**config.mk**
```make
export PLATFORM = sky130hd
export DESIGN_NAME = cpu_clock_ctrl
export DESIGN_NICKNAME = d
export VERILOG_FILES = /design/src/rtl/cpu_clock_ctrl_pkg.sv /design/src/rtl/button_debounce.sv /design/src/rtl/cpu_clock_ctrl.sv
export SDC_FILE = /design/constraint.sdc
export NUM_CORES = 1
export LEC_CHECK = 0
export ABC_AREA = 1
export CELL_PAD_IN_SITES_DETAIL_PLACEMENT = 1
export CELL_PAD_IN_SITES_GLOBAL_PLACEMENT = 2
export CORE_UTILIZATION = 34
export DETAILED_ROUTE_END_ITERATION = 12
export GPL_TIMING_DRIVEN = 0
export PLACE_DENSITY_LB_ADDON = 0.1
export SETUP_SLACK_MARGIN = 0.15
export SLEW_MARGIN = 25
export SYNTH_ARGS = -nofsm -noshare
export SYNTH_HDL_FRONTEND = slang
export SYNTH_SLANG_ARGS = --single-unit
```
**constraint.sdc**
```tcl
create_clock -name i_clk -period 3.7 [get_ports i_clk]
set_input_delay 0.555 -clock i_clk [delete_from_list [all_inputs] [get_ports i_clk]]
set_output_delay 0.555 -clock i_clk [all_outputs]
set_load 0.01 [all_outputs]
```
**src/rtl/cpu_clock_ctrl_pkg.sv**
```systemverilog
// Shared definitions for the CPU clock-enable generator.
// Mode encodings are also consumed by the CPU control unit.
package cpu_clock_ctrl_pkg;

  typedef enum logic [1:0] {
    MODE_RUN  = 2'b00,
    MODE_HALT = 2'b01,
    MODE_STEP = 2'b10,
    MODE_FAST = 2'b11
  } mode_e;

  // Reset divisor; never below one cycle per tick.
  function automatic int unsigned calc_div(
    input int unsigned in_clk,
    input int unsigned out_clk
  );
    int unsigned d;
    d = (out_clk == 0) ? 1 : in_clk / out_clk;
    return (d == 0) ? 1 : d;
  endfunction

endpackage

```
**src/rtl/button_debounce.sv**
```systemverilog
// Two-flop synchroniser plus stability counter for a raw push-button.
// o_rise pulses in the cycle the debounced level becomes 1.
module button_debounce #(
  parameter int unsigned DEBOUNCE_CYCLES = 160_000
) (
  input  logic i_clk,
  input  logic i_rst,
  input  logic i_raw,
  output logic o_level,
  output logic o_rise
);

  localparam int unsigned DB = (DEBOUNCE_CYCLES == 0) ? 1 : DEBOUNCE_CYCLES;
  localparam int W = $clog2(DB + 1);
  localparam logic [W-1:0] LAST = W'(DB - 1);

  logic         sync1;
  logic         sync2;
  logic [W-1:0] db_cnt;

  always_ff @(posedge i_clk or posedge i_rst) begin
    if (i_rst) begin
      sync1   <= 1'b0;
      sync2   <= 1'b0;
      db_cnt  <= '0;
      o_level <= 1'b0;
      o_rise  <= 1'b0;
    end else begin
      sync1  <= i_raw;
      sync2  <= sync1;
      o_rise <= 1'b0;
      if (sync2 == o_level) begin
        db_cnt <= '0;
      end else if (db_cnt == LAST) begin
        db_cnt  <= '0;
        o_level <= sync2;
        o_rise  <= sync2;
      end else begin
        db_cnt <= db_cnt + W'(1);
      end
    end
  end

endmodule

```
**src/rtl/cpu_clock_ctrl.sv**
```systemverilog
// CPU clock-enable generator: run/halt/step/fast modes, loadable
// divisor, debounced step button and a wrapping tick counter.
import cpu_clock_ctrl_pkg::*;

module cpu_clock_ctrl #(
  parameter int unsigned INPUT_CLOCK     = 16_000_000,
  parameter int unsigned OUTPUT_CLOCK    = 1,
  parameter int          CNT_WIDTH       = 32,
  parameter int unsigned DEBOUNCE_CYCLES = 160_000,
  parameter int          TCNT_WIDTH      = 16
) (
  input  logic                  i_clk,
  input  logic                  i_rst,
  input  logic [1:0]            i_mode,
  input  logic                  i_step_btn,
  input  logic                  i_div_load,
  input  logic [CNT_WIDTH-1:0]  i_div_value,
  output logic                  o_tick,
  output logic                  o_square,
  output logic [TCNT_WIDTH-1:0] o_tick_count,
  output logic                  o_halted
);

  localparam logic [CNT_WIDTH-1:0] DEFAULT_DIV =
    CNT_WIDTH'(calc_div(INPUT_CLOCK, OUTPUT_CLOCK));

  mode_e                state;
  logic [CNT_WIDTH-1:0] div_q;
  logic [CNT_WIDTH-1:0] div_d;
  logic [CNT_WIDTH-1:0] cnt;
  logic [CNT_WIDTH-1:0] cnt_d;
  logic                 tick_d;
  logic                 step_rise;
  logic                 step_level_unused;

  button_debounce #(
    .DEBOUNCE_CYCLES(DEBOUNCE_CYCLES)
  ) u_step_db (
    .i_clk  (i_clk),
    .i_rst  (i_rst),
    .i_raw  (i_step_btn),
    .o_level(step_level_unused),
    .o_rise (step_rise)
  );

  always_ff @(posedge i_clk or posedge i_rst) begin
    if (i_rst) state <= MODE_HALT;
    else       state <= mode_e'(i_mode);
  end

  // A divisor load restarts the period and swallows any tick due now.
  always_comb begin
    cnt_d  = cnt;
    div_d  = div_q;
    tick_d = 1'b0;
    if (i_div_load) begin
      div_d = (i_div_value == '0) ? CNT_WIDTH'(1) : i_div_value;
      cnt_d = '0;
    end else begin
      unique case (state)
        MODE_RUN: begin
          if (cnt == div_q - CNT_WIDTH'(1)) begin
            cnt_d  = '0;
            tick_d = 1'b1;
          end else begin
            cnt_d = cnt + CNT_WIDTH'(1);
          end
        end
        MODE_HALT: cnt_d = cnt;
        MODE_STEP: begin
          cnt_d  = '0;
          tick_d = step_rise;
        end
        MODE_FAST: begin
          cnt_d  = '0;
          tick_d = 1'b1;
        end
      endcase
    end
  end

  always_ff @(posedge i_clk or posedge i_rst) begin
    if (i_rst) begin
      div_q        <= DEFAULT_DIV;
      cnt          <= '0;
      o_tick       <= 1'b0;
      o_square     <= 1'b0;
      o_tick_count <= '0;
    end else begin
      div_q  <= div_d;
      cnt    <= cnt_d;
      o_tick <= tick_d;
      if (tick_d) begin
        o_square     <= ~o_square;
        o_tick_count <= o_tick_count + TCNT_WIDTH'(1);
      end
    end
  end

  assign o_halted = (state == MODE_HALT) || (state == MODE_STEP);

endmodule

```
# After elaboration in Yosys (flattened, before gate mapping)
# Index checks and enable logic that the tools add are counted.
[totals]
register_bits = 106
input_bits = 38
output_inout_bits = 19
word_cells = 40
[classes]
n_addsub = 4
n_eq_ne = 7
muxes = 11
bitwise = 2
reduce_logical = 5
[ops]
columns = ["op", "count"]
rows = [
  ["32-bit 2-to-1 mux", 3],
  ["32-bit case mux with 2 select lines", 1],
  ["18-bit 2-to-1 mux", 2],
  ["32-bit by 1-bit adder with 32-bit output (second input constant)", 1],
  ["32-bit == test", 1],
  ["32-bit logical NOT", 1],
  ["32-bit by 1-bit subtractor with 32-bit output (second input constant)", 1],
  ["18-bit by 1-bit adder with 18-bit output (second input constant)", 1],
  ["18-bit == test (second input constant)", 1],
  ["16-bit by 1-bit adder with 16-bit output (second input constant)", 1],
  ["2-bit == test (second input constant)", 2],
  ["1-bit 2-to-1 mux", 4],
  ["1-bit case mux with 3 select lines", 1],
  ["2-bit by 1-bit == test with 1-bit output (second input constant)", 1],
  ["2-bit logical NOT", 1],
  ["2-bit inequality test (second input constant)", 1],
  ["1-bit inverter", 2],
  ["2-bit AND reduction", 1],
  ["2-bit OR reduction", 1],
  ["1-bit == test", 1],
  ["1-bit logical OR", 1],
]

# Longest topological paths before layout
[logic_depth]
ltp_word = 5
ltp_mapped = 18
mapped_depth_nobuf = 17

# Hierarchy
# Synthesis repeated with hierarchy kept, for this count alone.
[hier_totals]
hier_cells = 985
hier_area_um2 = 7085.5
[by_module_without_submodules]
columns = ["module", "instances", "cells_per_inst", "area_each_um2", "seq_area_each_um2"]
rows = [
  ["cpu_clock_ctrl", 1, 855, 5985.7, 2112.0],
  ["button_debounce", 1, 130, 1099.8, 550.5],
]

# Worst setup path before layout
# OpenSTA, ideal clock, no wires.
[synth_path]
path_type = "register to register"
startpoint = "register div_q[0]"
endpoint = "register o_tick_count[3]"
setup_ps = 117
arrival_time_ps = 2062
required_time_ps = 3583
setup_slack_ps = 1521
stages_incl_launch_ff = 19
period_less_slack_ps = 2179
cell_sequence = "dfrtp_1 > inv_1 > ha_1 > nand3_2 > nor2_4 > nand2_1 > nor2_1 > nand2_1 > nand2_1 > nand2_1 > inv_1 > nand2_1 > nor2_1 > nand4_1 > nand2_2 > nand2_4 > buf_6 > nand2_1 > nand2_1"
[synth_between]
elab_chain_len = 5
[synth_rtl]
columns = ["element", "line", "rtl"]
rows = [
  ["start, declared", "cpu_clock_ctrl.sv:28", "logic [CNT_WIDTH-1:0] div_q;"],
  ["start signal, assigned", "cpu_clock_ctrl.sv:90", "div_q <= div_d;"],
  ["32-bit by 1-bit subtractor with 32-bit output", "cpu_clock_ctrl.sv:62", "if (cnt == div_q - CNT_WIDTH'(1)) begin"],
  ["32-bit == test", "cpu_clock_ctrl.sv:62", ""],
  ["1-bit 2-to-1 mux", "cpu_clock_ctrl.sv:62", ""],
  ["1-bit case mux with 3 select lines", "cpu_clock_ctrl.sv:60", "unique case (state)"],
  ["1-bit 2-to-1 mux", "cpu_clock_ctrl.sv:56", "if (i_div_load) begin"],
  ["end signal, assigned", "cpu_clock_ctrl.sv:95", "o_tick_count <= o_tick_count + TCNT_WIDTH'(1);"],
  ["end, declared", "cpu_clock_ctrl.sv:20", "output logic [TCNT_WIDTH-1:0] o_tick_count,"],
]
# Every way passes these cells.
# A chain may end at the register's enable or synchronous reset.

# Worst setup path after layout
[layout_path]
startpoint = "register div_q[0]"
endpoint = "register o_tick_count[2]"
# Same word-level chain as after synthesis.

==> results.toml <==
[critical_path]
cp-start-kind = "register"
critPathArrivalTime_ns = 3.11
endpoint_kind = "register"
cp_common_cell = "nand2_1"
crit_buf_inv = 3
crit_slowest_cell = "dfrtp_1"
crit_start = "div_q[0]"
cp_cell_sequence = "inv_1 > ha_1 > nand2_1 > nor2_1 > nand3_1 > nor2_1 > nand2_1 > nand2_1 > inv_1 > nor2_1 > nand2_1 > nor2_1 > nand4_1 > nand2_2 > nand2_4 > buf_6 > nand2_1 > nand2_1"
crit_required_ns = 3.96
reg2reg_from = "div_q[0]"
crit_family = "simple AND/OR/NAND/NOR gates"
max_stage_delay_ns = 0.39
critical_path_class = "register to register"
cp_max_fo = 10

[floorplan]
core_um2 = 19720
num_rows = 51
start_util = 0.3519
die_h_um = 144.9
ios = 57
dieWidth_um = 144.9
die-area_um2 = 20980

[synthesis]
synth_nets = 980
yosys.area_share.xor_xnor = 0.1010
synth_top_family_by_area = "simple AND/OR/NAND/NOR gates"
synth_mux_area_frac = 0.02759
netlist_instances = 933
avgSynthCellArea_um2 = 7.437
synth_compound_gate_area_share = 0.05842
synth-seq-area-share = 0.3837
synth.distinct_cells = 40
yosys_warnings = 0
synth_edf_count = 0
yosys.area_share.simple = 0.3413
yosys.area_share.adder = 0.01623
synth_area_um2 = 6939
async_reset_ff_frac = 1.000
synth_ff_type = "dfrtp_1"
ys_ff_latch = 106

[sta]
fin_ws_ns = 0.8542
whs_ns = 0.3585
finalSetupTns_ns = 0
post-route-min-period_ns = 2.846
clock-skew-final_ns = 0.008907
fmaxAchievable_mhz = 351.4
setup_violations = 0
hold_viol = 0
drv_slew = 0
period_share = 0.7691
tightest_slew_ns = 0.7861
slew_headroom = 0.4711
rsz0062_at_grt = "false"

[route]
first_pass_iters = 4
first_iter_violations = 203
ant_nets = 0
wire_per_inst_um = 16.37
drc = 0
vias = 6104
vias_per_cell = 4.803
wl_um = 20810

[cells_and_area]
nNetsFinal = 1048
stdcell_count = 1271
area_growth_pct = 17.89
layout-drive-gt1-share = 0.09145
fin_util = 0.4149
num_antenna_cells = 0
finish.instance_area_um2 = 8180

[clock_network]
cts_tree = "done"
cts.htree.levels = 3
post_cts_resized = 0
clk_pin_slew_ns = 0.09
clk_path_buf_depth = 2
cts_made_buffers = 9
cts_num_sinks = 106
holdBufCountCts = 0
cts_root_buf = "clkbuf_16"
cts_setup_buffers = 0
clkLatencyLatePin_ns = 0.37

[grt]
antenna_found_initial = 0
grt_max_degree = 57
grt_pass1_wl_um = 33310
track_usage = 0.2124
grt_pass1_vias = 6353
overflow = 0

[run]
cap_violations = 0

[place]
dp_hpwl_um = 16650
dpl.cell_count = 1255
dp_slack_ns = 0.8279
placed_area_um2 = 7864
io_buffer_count = 56
gp_congestion = 0.7807

[outcome]
status = "finished clean"

[min_path]
min_path_type = "register to register"
hp-start = "u_step_db.sync1"

[pwr]
power_density_nw_per_um2 = 344.4
peakVddDrop_mv = 0.1940
total_leakage_power_nw = 3.608
power_mw = 2.817
-- final cells by class --
type,count,area [um^2]
fillers,2439,11540
multi-input cells,703,3779
flip-flops and latches,106,2663
repair buffers,57,588.1
inverters,104,395.4
well taps,265,331.6
clock buffers,9,225.2
plain buffers,20,107.6
clock inverters,7,91.34
-- cells by family (layout without fill, tap and decap cells) --
kind of cell / Yosys count / after routing
and+or+nand+nor: 524 / 524
AOI/OAI and AO/OA: 73 / 73
DFF: 106 / 106
buffers and inverters: 124 / 197
muxes: 17 / 17
adders and majority gates: 9 / 9
xor gates and xnor gates: 80 / 80
-- routing by layer --
layer	track usage	part of all wire	vias up	wire [um]
met5	0	0	-	0
met4	0.05651	0.017	0	353
met3	0.03323	0.021	17	435
met2	0.3649	0.48	51	10010
met1	0.2759	0.48	2903	10000
li1	-	-	3133	-
-- layout by cell type (no fill, tap or decap), drive strengths merged, types with 2 or more instances in the layout --
cell           instances
dfstp                  8
nor3                  16
o21a                   2
dfrtp                 98
clkdlybuf4s50         56
or2                    3
clkbuf                22
a211oi                 2
ha                     9
o21bai                 5
a21oi                 10
nor2                 125
nand3                 68
clkinv                 4
nand2                257
xor2                  51
o21ai                 48
inv                  107
mux2                  17
nand4                 28
nor3b                  2
a21o                   2
xnor2                 29
nand3b                 8
nor4                  15
buf                    8
-- report_power, final --
group          internal [mW]  leakage, nW  total, mW  switching (mW)
clock network          0.491        0.154       1.02           0.532
registers               1.22         1.38       1.31          0.0874
logic                  0.205         2.07      0.485           0.280
-- sequential cells by signal (all words and copies together), names as in the netlist --
register,flops
div_q,32
cnt,32
u_step_db.sync2,1
u_step_db.sync1,1
o_tick,1
state,2
u_step_db.o_level,1
o_tick_count,16
u_step_db.db_cnt,18
u_step_db.o_rise,1
o_square,1
-- cells in the mapped netlist, drive strengths merged, types with 9 or more instances --
cell type | n | area [um^2]
nand2 | 257 | 989.7
nor2 | 125 | 564.3
inv | 104 | 390.4
dfrtp | 98 | 2452
nand3 | 68 | 350.3
xor2 | 51 | 446.7
o21ai | 48 | 240.2
xnor2 | 29 | 254.0
nand4 | 28 | 175.2
mux2 | 17 | 191.4
nor3 | 16 | 80.08
nor4 | 15 | 93.84
clkbuf | 13 | 48.80
a21oi | 10 | 50.05
ha | 9 | 112.6
-- final timing paths --
kind                                   endpoint  slack (ns)  cells past startpoint
worst max-delay path            o_tick_count[2]        0.85                     18
worst min-delay path            u_step_db.sync2        0.36                      0
worst max register to register  o_tick_count[2]        0.85                     18
worst min register to register  u_step_db.sync2        0.36                      0
max in group asynchronous             div_q[20]        2.38                      3
min in group asynchronous       u_step_db.sync1        0.60                      2
(Power assumes the default switching activity.)
